--- config.mk ---
export PLATFORM = sky130hd
export DESIGN_NAME = alu_issue
export DESIGN_NICKNAME = d
export VERILOG_FILES = /design/src/rtl/alu_pkg.sv /design/src/rtl/reg_file.sv /design/src/rtl/alu_issue.sv
export SDC_FILE = /design/constraint.sdc
export NUM_CORES = 1
export LEC_CHECK = 0
export BUFFER_PORTS_ARGS = -buffer_cell sky130_fd_sc_hd__buf_2
export CORE_MARGIN = 3
export CORE_UTILIZATION = 60
export CTS_CLUSTER_DIAMETER = 80
export DETAILED_ROUTE_END_ITERATION = 10
export HOLD_SLACK_MARGIN = 0.03
export PLACE_DENSITY = 0.86
export RECOVER_POWER = 50
export SLEW_MARGIN = 25
export SYNTH_ARGS = -nofsm -noshare
export SYNTH_HDL_FRONTEND = slang
export SYNTH_HIERARCHICAL = 1
export SYNTH_SLANG_ARGS = --single-unit
--- constraint.sdc ---
create_clock -name clk -period 5.55 [get_ports clk]
set_input_delay 0.2775 -clock clk [delete_from_list [all_inputs] [get_ports clk]]
set_output_delay 0.2775 -clock clk [all_outputs]
set_load 0.02 [all_outputs]
--- src/rtl/alu_pkg.sv ---
// Shared definitions for the ALU and its issue/write-back sequencer:
// opcode encodings, legality decode and the sequencer state type.
package alu_pkg;

    localparam int DW = 32;

    localparam logic [3:0] OP_AND = 4'b0000;
    localparam logic [3:0] OP_OR  = 4'b0001;
    localparam logic [3:0] OP_ADD = 4'b0010;
    localparam logic [3:0] OP_SUB = 4'b0011;
    localparam logic [3:0] OP_XOR = 4'b0101;

    typedef enum logic [1:0] {
        IDLE = 2'd0,
        EXEC = 2'd1,
        WB   = 2'd2
    } state_t;

    function automatic logic op_legal(input logic [3:0] op);
        case (op)
            OP_AND, OP_OR, OP_ADD, OP_SUB, OP_XOR: return 1'b1;
            default:                               return 1'b0;
        endcase
    endfunction

endpackage

--- src/rtl/reg_file.sv ---
// NREG x 32 register file: two operand read ports, a debug read port and
// one synchronous write port. Entry 0 is never written and always reads 0.
module reg_file
    import alu_pkg::*;
#(
    parameter int NREG = 8,
    parameter int AW   = $clog2(NREG)
) (
    input  logic          clk,
    input  logic          rst,
    input  logic          we,
    input  logic [AW-1:0] waddr,
    input  logic [DW-1:0] wdata,
    input  logic [AW-1:0] raddr1,
    output logic [DW-1:0] rdata1,
    input  logic [AW-1:0] raddr2,
    output logic [DW-1:0] rdata2,
    input  logic [AW-1:0] dbg_addr,
    output logic [DW-1:0] dbg_data
);

    logic [DW-1:0] regs_q [NREG];
    logic [DW-1:0] regs_d [NREG];

    always_comb begin
        for (int i = 0; i < NREG; i++) begin
            regs_d[i] = regs_q[i];
            if (we && (i != 0) && (waddr == AW'(i))) begin
                regs_d[i] = wdata;
            end
        end
    end

    always_ff @(posedge clk) begin
        for (int i = 0; i < NREG; i++) begin
            if (rst) begin
                regs_q[i] <= '0;
            end else begin
                regs_q[i] <= regs_d[i];
            end
        end
    end

    assign rdata1   = (raddr1   == '0) ? '0 : regs_q[raddr1];
    assign rdata2   = (raddr2   == '0) ? '0 : regs_q[raddr2];
    assign dbg_data = (dbg_addr == '0) ? '0 : regs_q[dbg_addr];

endmodule

--- src/rtl/alu_issue.sv ---
// Operand-issue / write-back sequencer around a combinational ALU:
// IDLE accepts an instruction, EXEC drives the ALU and captures, WB writes back.
module alu_issue
    import alu_pkg::*;
#(
    parameter int NREG = 8,
    parameter int AW   = $clog2(NREG)
) (
    input  logic          clk,
    input  logic          rst,
    input  logic          in_valid,
    output logic          in_ready,
    input  logic [3:0]    in_op,
    input  logic [AW-1:0] in_rd,
    input  logic [AW-1:0] in_rs1,
    input  logic [AW-1:0] in_rs2,
    input  logic          in_imm_en,
    input  logic [15:0]   in_imm,
    output logic [3:0]    alu_op,
    output logic [DW-1:0] alu_a,
    output logic [DW-1:0] alu_b,
    input  logic [DW-1:0] alu_result,
    input  logic          alu_zero,
    output logic          done,
    output logic [DW-1:0] done_result,
    output logic          done_zero,
    output logic          illegal,
    input  logic [AW-1:0] dbg_addr,
    output logic [DW-1:0] dbg_data
);

    state_t        state_q, state_d;
    logic [3:0]    op_q, op_d;
    logic [AW-1:0] rd_q, rd_d;
    logic [AW-1:0] rs1_q, rs1_d;
    logic [AW-1:0] rs2_q, rs2_d;
    logic          imm_en_q, imm_en_d;
    logic [DW-1:0] imm_q, imm_d;
    logic          done_q, done_d;
    logic [DW-1:0] done_result_q, done_result_d;
    logic          done_zero_q, done_zero_d;
    logic          illegal_q, illegal_d;

    logic [DW-1:0] rs1_data;
    logic [DW-1:0] rs2_data;
    logic          rf_we;
    logic          exec_legal;

    // Write-back happens in the last WB cycle; reset takes priority inside reg_file.
    assign rf_we = (state_q == WB) && !illegal_q && (rd_q != '0);

    reg_file #(
        .NREG (NREG),
        .AW   (AW)
    ) u_reg_file (
        .clk      (clk),
        .rst      (rst),
        .we       (rf_we),
        .waddr    (rd_q),
        .wdata    (done_result_q),
        .raddr1   (rs1_q),
        .rdata1   (rs1_data),
        .raddr2   (rs2_q),
        .rdata2   (rs2_data),
        .dbg_addr (dbg_addr),
        .dbg_data (dbg_data)
    );

    assign exec_legal = op_legal(op_q);

    always_comb begin
        state_d       = state_q;
        op_d          = op_q;
        rd_d          = rd_q;
        rs1_d         = rs1_q;
        rs2_d         = rs2_q;
        imm_en_d      = imm_en_q;
        imm_d         = imm_q;
        done_d        = 1'b0;
        done_result_d = done_result_q;
        done_zero_d   = done_zero_q;
        illegal_d     = illegal_q;
        case (state_q)
            IDLE: begin
                if (in_valid) begin
                    op_d     = in_op;
                    rd_d     = in_rd;
                    rs1_d    = in_rs1;
                    rs2_d    = in_rs2;
                    imm_en_d = in_imm_en;
                    imm_d    = {{16{in_imm[15]}}, in_imm};
                    state_d  = EXEC;
                end
            end
            EXEC: begin
                done_d        = 1'b1;
                illegal_d     = !exec_legal;
                done_result_d = exec_legal ? alu_result : '0;
                done_zero_d   = exec_legal ? alu_zero : 1'b1;
                state_d       = WB;
            end
            WB: begin
                state_d = IDLE;
            end
            default: begin
                state_d = IDLE;
            end
        endcase
    end

    always_ff @(posedge clk) begin
        if (rst) begin
            state_q       <= IDLE;
            op_q          <= '0;
            rd_q          <= '0;
            rs1_q         <= '0;
            rs2_q         <= '0;
            imm_en_q      <= 1'b0;
            imm_q         <= '0;
            done_q        <= 1'b0;
            done_result_q <= '0;
            done_zero_q   <= 1'b0;
            illegal_q     <= 1'b0;
        end else begin
            state_q       <= state_d;
            op_q          <= op_d;
            rd_q          <= rd_d;
            rs1_q         <= rs1_d;
            rs2_q         <= rs2_d;
            imm_en_q      <= imm_en_d;
            imm_q         <= imm_d;
            done_q        <= done_d;
            done_result_q <= done_result_d;
            done_zero_q   <= done_zero_d;
            illegal_q     <= illegal_d;
        end
    end

    assign in_ready    = (state_q == IDLE) && !rst;
    assign alu_op      = (state_q == EXEC) ? op_q : 4'b0000;
    assign alu_a       = (state_q == EXEC) ? rs1_data : '0;
    assign alu_b       = (state_q == EXEC) ? (imm_en_q ? imm_q : rs2_data) : '0;
    assign done        = done_q;
    assign done_result = done_result_q;
    assign done_zero   = done_zero_q;
    assign illegal     = illegal_q;

endmodule

---- Word-level counts from Yosys, hierarchy flattened ----
Memories as Yosys holds them, arrays and structs flattened. A register that Yosys moved wholly into a read port is not among the register bits.
Index checks and enable logic that the tools add are counted.
cells by class
  add/sub/neg operators ................... 0
  multiply operators ...................... 0
  div/mod/pow operators ................... 0
  magnitude comparators ................... 0
  equality and inequality tests ........... 22
  shift-type cells ........................ 0
  muxes and demuxes ....................... 35
  bitwise gates (word level) .............. 8
  reduce and logical (&&, ||, !) cells .... 29
operators with widths
  operator                                                                number
  32-bit two-way mux                                                      22
  2-bit AND reduction                                                     9
  3-bit equality test (second input constant)                             4
  3-bit two-way mux                                                       4
  1-bit logical AND                                                       10
  3-bit zero test                                                         3
  4-bit by 2-bit equality test with 1-bit output (second input constant)  2
  1-bit OR                                                                8
  1-bit inequality test (second input constant)                           7
  3-bit by 2-bit equality test with 1-bit output (second input constant)  2
  1-bit two-way mux                                                       6
  5-bit OR reduction                                                      1
  4-bit by 1-bit equality test with 1-bit output (second input constant)  1
  4-bit by 3-bit equality test with 1-bit output (second input constant)  1
  4-bit zero test                                                         1
  4-bit two-way mux                                                       1
  2-bit one-hot mux with 2 select lines                                   1
  3-bit by 1-bit equality test with 1-bit output (second input constant)  1
  1-bit zero test                                                         3
  3-bit nonzero test                                                      1
  2-bit by 1-bit equality test with 1-bit output (second input constant)  1
  2-bit equality test (second input constant)                             1
  2-bit zero test                                                         1
  2-bit two-way mux                                                       1
  other kinds (2)                                                         2
word-level totals
  register bits after elaboration ......... 67
  bits in latches ......................... 0
  memory bits (writable) .................. 256
  memory bits (read-only) ................. 0
  bits of input ports ..................... 69
  output and inout port bits .............. 136
  word-level logic and storage cells ...... 106
  memories kept ........................... 1
memories
  memory             words  width  rd ports  clocked after Yosys merged registers in  write ports  RTL line        source
  u_reg_file.regs_q  8      32     3         2                                        8            reg_file.sv:22  logic [DW-1:0] regs_q [NREG];

---- Longest topological paths before layout ----
  depth after elaboration ................. 7
  gate-level depth with buffers ........... 8
  gate-level depth less buffers ........... 5

---- By module ----
Netlist, hierarchy kept.
modules (own cells, without submodules)
  module     instances  cells each  area each (µm²)  seq. area each (µm²)
  reg_file   1          1,073       14,483.9         6,726.5
  alu_issue  1          405         3,075.4          1,341.3

---- Worst setup path after synthesis ----
No wires, ideal clock.
  path kind ............................... register to register
  start point ............................. register rd_q[2]
  end point ............................... memory u_reg_file.regs_q[1][0], enable pin
  arrival time ............................ 3,901 ps
  data required time ...................... 5,080 ps
  path slack .............................. 1,179 ps
  stages on the path, launching flop included .. 5
  clock period less this slack ............ 4,371 ps
  path through ............................ dfxtp_1 > nor3_1 > nor4b_1 > nand2_1 > o31ai_1
RTL lines
  element                 RTL line          source
  from (decl)             alu_issue.sv:34   logic [AW-1:0] rd_q, rd_d;
  from (signal assigned)  alu_issue.sv:127  rd_q <= rd_d;
  to (decl)               reg_file.sv:22

---- Worst setup path after layout ----
  start point ............................. register state_q[1]
  end point ............................... output port alu_b[31]
on the way
  longest elaborated chain between the ends .. 2
RTL lines
  element                                         RTL line          source
  from (decl)                                     alu_issue.sv:32   state_t state_q, state_d;
  from (signal assigned)                          alu_issue.sv:125  state_q <= state_d;
  2-bit by 1-bit equality test with 1-bit output  alu_issue.sv:142  assign alu_b = (state_q == EXEC) ? (imm_en_q ? imm_q : rs2_data) : '0;
  32-bit two-way mux                              alu_issue.sv:142
  to (decl)                                       alu_issue.sv:21   output logic [DW-1:0] alu_b,
Every way passes these cells.

==> reports/results.ini <==
[yosys]
ys_top_cells_by_area = edfxtp_1 (38%), mux2i_1 (12%), and2_1 (9.4%)
synth_top_area_share_pct = 38.3
synth-async-reset-ratio_pct = 0
synth_top_family_by_area = multiplexers
synth-adder-area-share_pct = 0
synthMuxAreaShare_pct = 18.6
synthesis.area_sq_um = 17600
ys_types = 45
synth_area_leader_cell = edfxtp_1
synth_common_cells = and2_1 (264), edfxtp_1 (224), mux2i_1 (207)
synth_most_common_cell = and2_1
synth_seq_cells = 291
synth_seq_area_share_pct = 45.9
synth_xor_area_share_pct = 0
synthesis.yosys.warnings = 6
synth_edf_count = 224
synth_compound_area_share_pct = 15.1
synth_flop_cell = edfxtp_1
synthCells = 1478
syn-num-nets = 1547
avgSynthCellArea_sq_um = 11.9
synth-simple-area-share_pct = 14.7

[die]
die_h_um = 177
dieArea_sq_um = 31400
fp.coreArea_sq_um = 28300
io_pins = 205
initial_core_util_pct = 62.0
chipWidth_um = 177
core.rowCount = 61

[worst_setup_path]
crit_buf_inv = 2
crit_path_top_delay_cell = clkbuf_1
worst_path_largest_cell_delay_ps = 1740
crit_fanout = 42
ff2ff_path_depth = 6
cp_data_required_time_ps = 5270
critPathTopFamily = buffers and inverters
worstPathArrival_ps = 4240
crit_type = register to output port
crit_cells = 4
end_kind = output port
worstSetupStartpointType = register
crit_chain = nand2b_1 > clkbuf_1 > a21oi_1 > buf_2

[timing]
grt_setup_unrepaired = no
fmax_mhz = 221
holdWs_ps = 73.5
final-max-slew-violation-count = 227
final-setup-viol-count = 0
finalSetupTns_ps = 0
finClkSkew_ps = 16.1
worst_pin_slew_ps = 2360
period_needed_ps = 4520
period_share_pct = 81.4
relSlewSlack_pct = -57.4
hold_violations = 0
setup_slack_ps = 1030

[drt]
wl_per_cell_um = 26.7
drt_iter0_markers = 1687
drtPass1Iterations = 5
drc = 0
via_count = 14000
viasPerCell = 6.80
postRouteAntennaNets = 0
routed_wl_mm = 55.1

[pwr]
clkPwrFrac_pct = 37.0
p_per_area_nw_per_um2 = 268
swShare_pct = 27.1
seqPwrFrac_pct = 47.5
vdd_drop_max_mv = 0.210
intPower_uw = 3890
p_switching_uw = 1450
p_comb_share_pct = 15.5
leakage_uw = 0.00749

[grt]
grt_pass1_wl_mm = 81.6
gr-usage-all-layers_pct = 33.7
grt_pass1_vias = 14200
grt_max_degree = 63
antenna_found_initial = 1
grt-ovfl-total = 0

[cts]
cts_tree = yes
cts_root_buf = clkbuf_16
cts_sinks = 291
clock_path_buffers = 3
clk_latency_ps = 560
post-cts-setup-buffer-count = 0
h-tree-depth = 1
cts.clk_slew.worst_paths_ps = 60
numCtsBuffers = 30

[outcome]
status = finished with violations
violations = capacitance limit, slew limit

[place]
placedCellCount = 1949
hpwl_mm = 32.0
io_buffer_count = 204
place_congestion = 0.838
pre_cts_ws_ps = 2310

[worst_hold_path]
hold_class = primary input to register
min_delay_path_depth = 3

[cells_and_area]
register_area_sq_um = 8080
drive_gt1_share_pct = 24.1
diodes = 0
area_growth_pct = 13.4
stdcell_count = 2067
fillers = 1924
nNetsFinal = 1734
multiInputGateArea_sq_um = 8550

[run]
cap_violations = 7

==> tightest hold or removal path: stages <==
cell     delay [ps]
buf_2           100
nand2_1         110
a21oi_1         100
==> layout make-up <==
| class | instances | area share [%] |
|---|---|---|
| Timing Repair Buffer | 300 | 9.15 |
| Clock buffer | 49 | 4.73 |
| Inverter | 3 | 0.0566 |
| Tap cell | 378 | 2.38 |
| Clock inverter | 7 | 0.170 |
| Multi-Input combinational cell | 1039 | 42.9 |
| Sequential cell | 291 | 40.6 |
==> power by group through the flow <==
stage                     Combinational (uW)  Sequential (uW)  Clock (uW)
after floorplan                          566             2540           0
after global placement                   753             2570           0
after global routing                     862             2550        2050
after detailed placement                 769             2580           0
after CTS                                806             2530        1980
final                                    825             2540        1970
==> flip-flops by register name, indices dropped and copies added, names as in the netlist <==
register and flops:
imm_q 16, op_q 4, rs2_q 3, rs1_q 3
state_q 2, imm_en_q 1, rd_q 3, done_result 32
done 1, done_zero 1, u_reg_file/regs_q 224, illegal 1
==> routing by layer <==
| metal | wire (um) | GRT usage [%] |
|---|---|---|
| met3 | 6570 | 8.32 |
| met2 | 25900 | 55.3 |
| met4 | 2270 | 14.6 |
| met1 | 20300 | 42.6 |
| met5 | 13 | 0 |
==> layout by cell type, fill, tap and decap left out, drive strengths merged, types with 2 or more instances in the layout <==
| cell | instances |
|---|---|
| buf | 186 |
| nor3 | 6 |
| mux2i | 207 |
| a211oi | 2 |
| nand2b | 22 |
| clkinv | 5 |
| edfxtp | 224 |
| dfxtp | 67 |
| and3b | 2 |
| nor2b | 7 |
| dlygate4sd3 | 62 |
| inv | 4 |
| clkbuf | 101 |
| a221oi | 188 |
| o21ai | 38 |
| nand2 | 96 |
| and2 | 264 |
| nor2 | 20 |
| a21oi | 48 |
| nand3 | 32 |
| mux2 | 96 |
==> what timing repair did <==
item                                    in CTS  in global routing
hold endpoints to repair                    62                  0
endpoints found under the setup margin       0                  0
gates resized for setup                      0                  0
hold buffers                                62                  0
==> cell families after synthesis <==
group           count (synthesis)
buf+inv                       148
simple gates                  454
flops                         291
compound gates                282
mux                           303
==> metrics by stage <==
step,power (uW),instance area [sq um],utilization (%)
2_1_floorplan,3110,17600,-
3_3_place_gp,3320,18400,65.1
3_5_place_dp,3350,18400,65.1
4_1_cts,5320,20000,70.8
5_1_grt,5460,19900,70.3
6_report,5340,19900,70.3
==> worst paths after layout <==
check | startpoint | to | slack, ps
setup / recovery | state_q[1] | alu_b[31] | 1030
hold / removal | in_rs2[0] | rs2_q[0] | 70
setup reg to reg | rd_q[0] | u_reg_file/regs_q[4][22] | 1580
hold reg to reg | imm_q[4] | imm_q[4] | 460
Note: power is estimated with default switching activity, not from simulation.
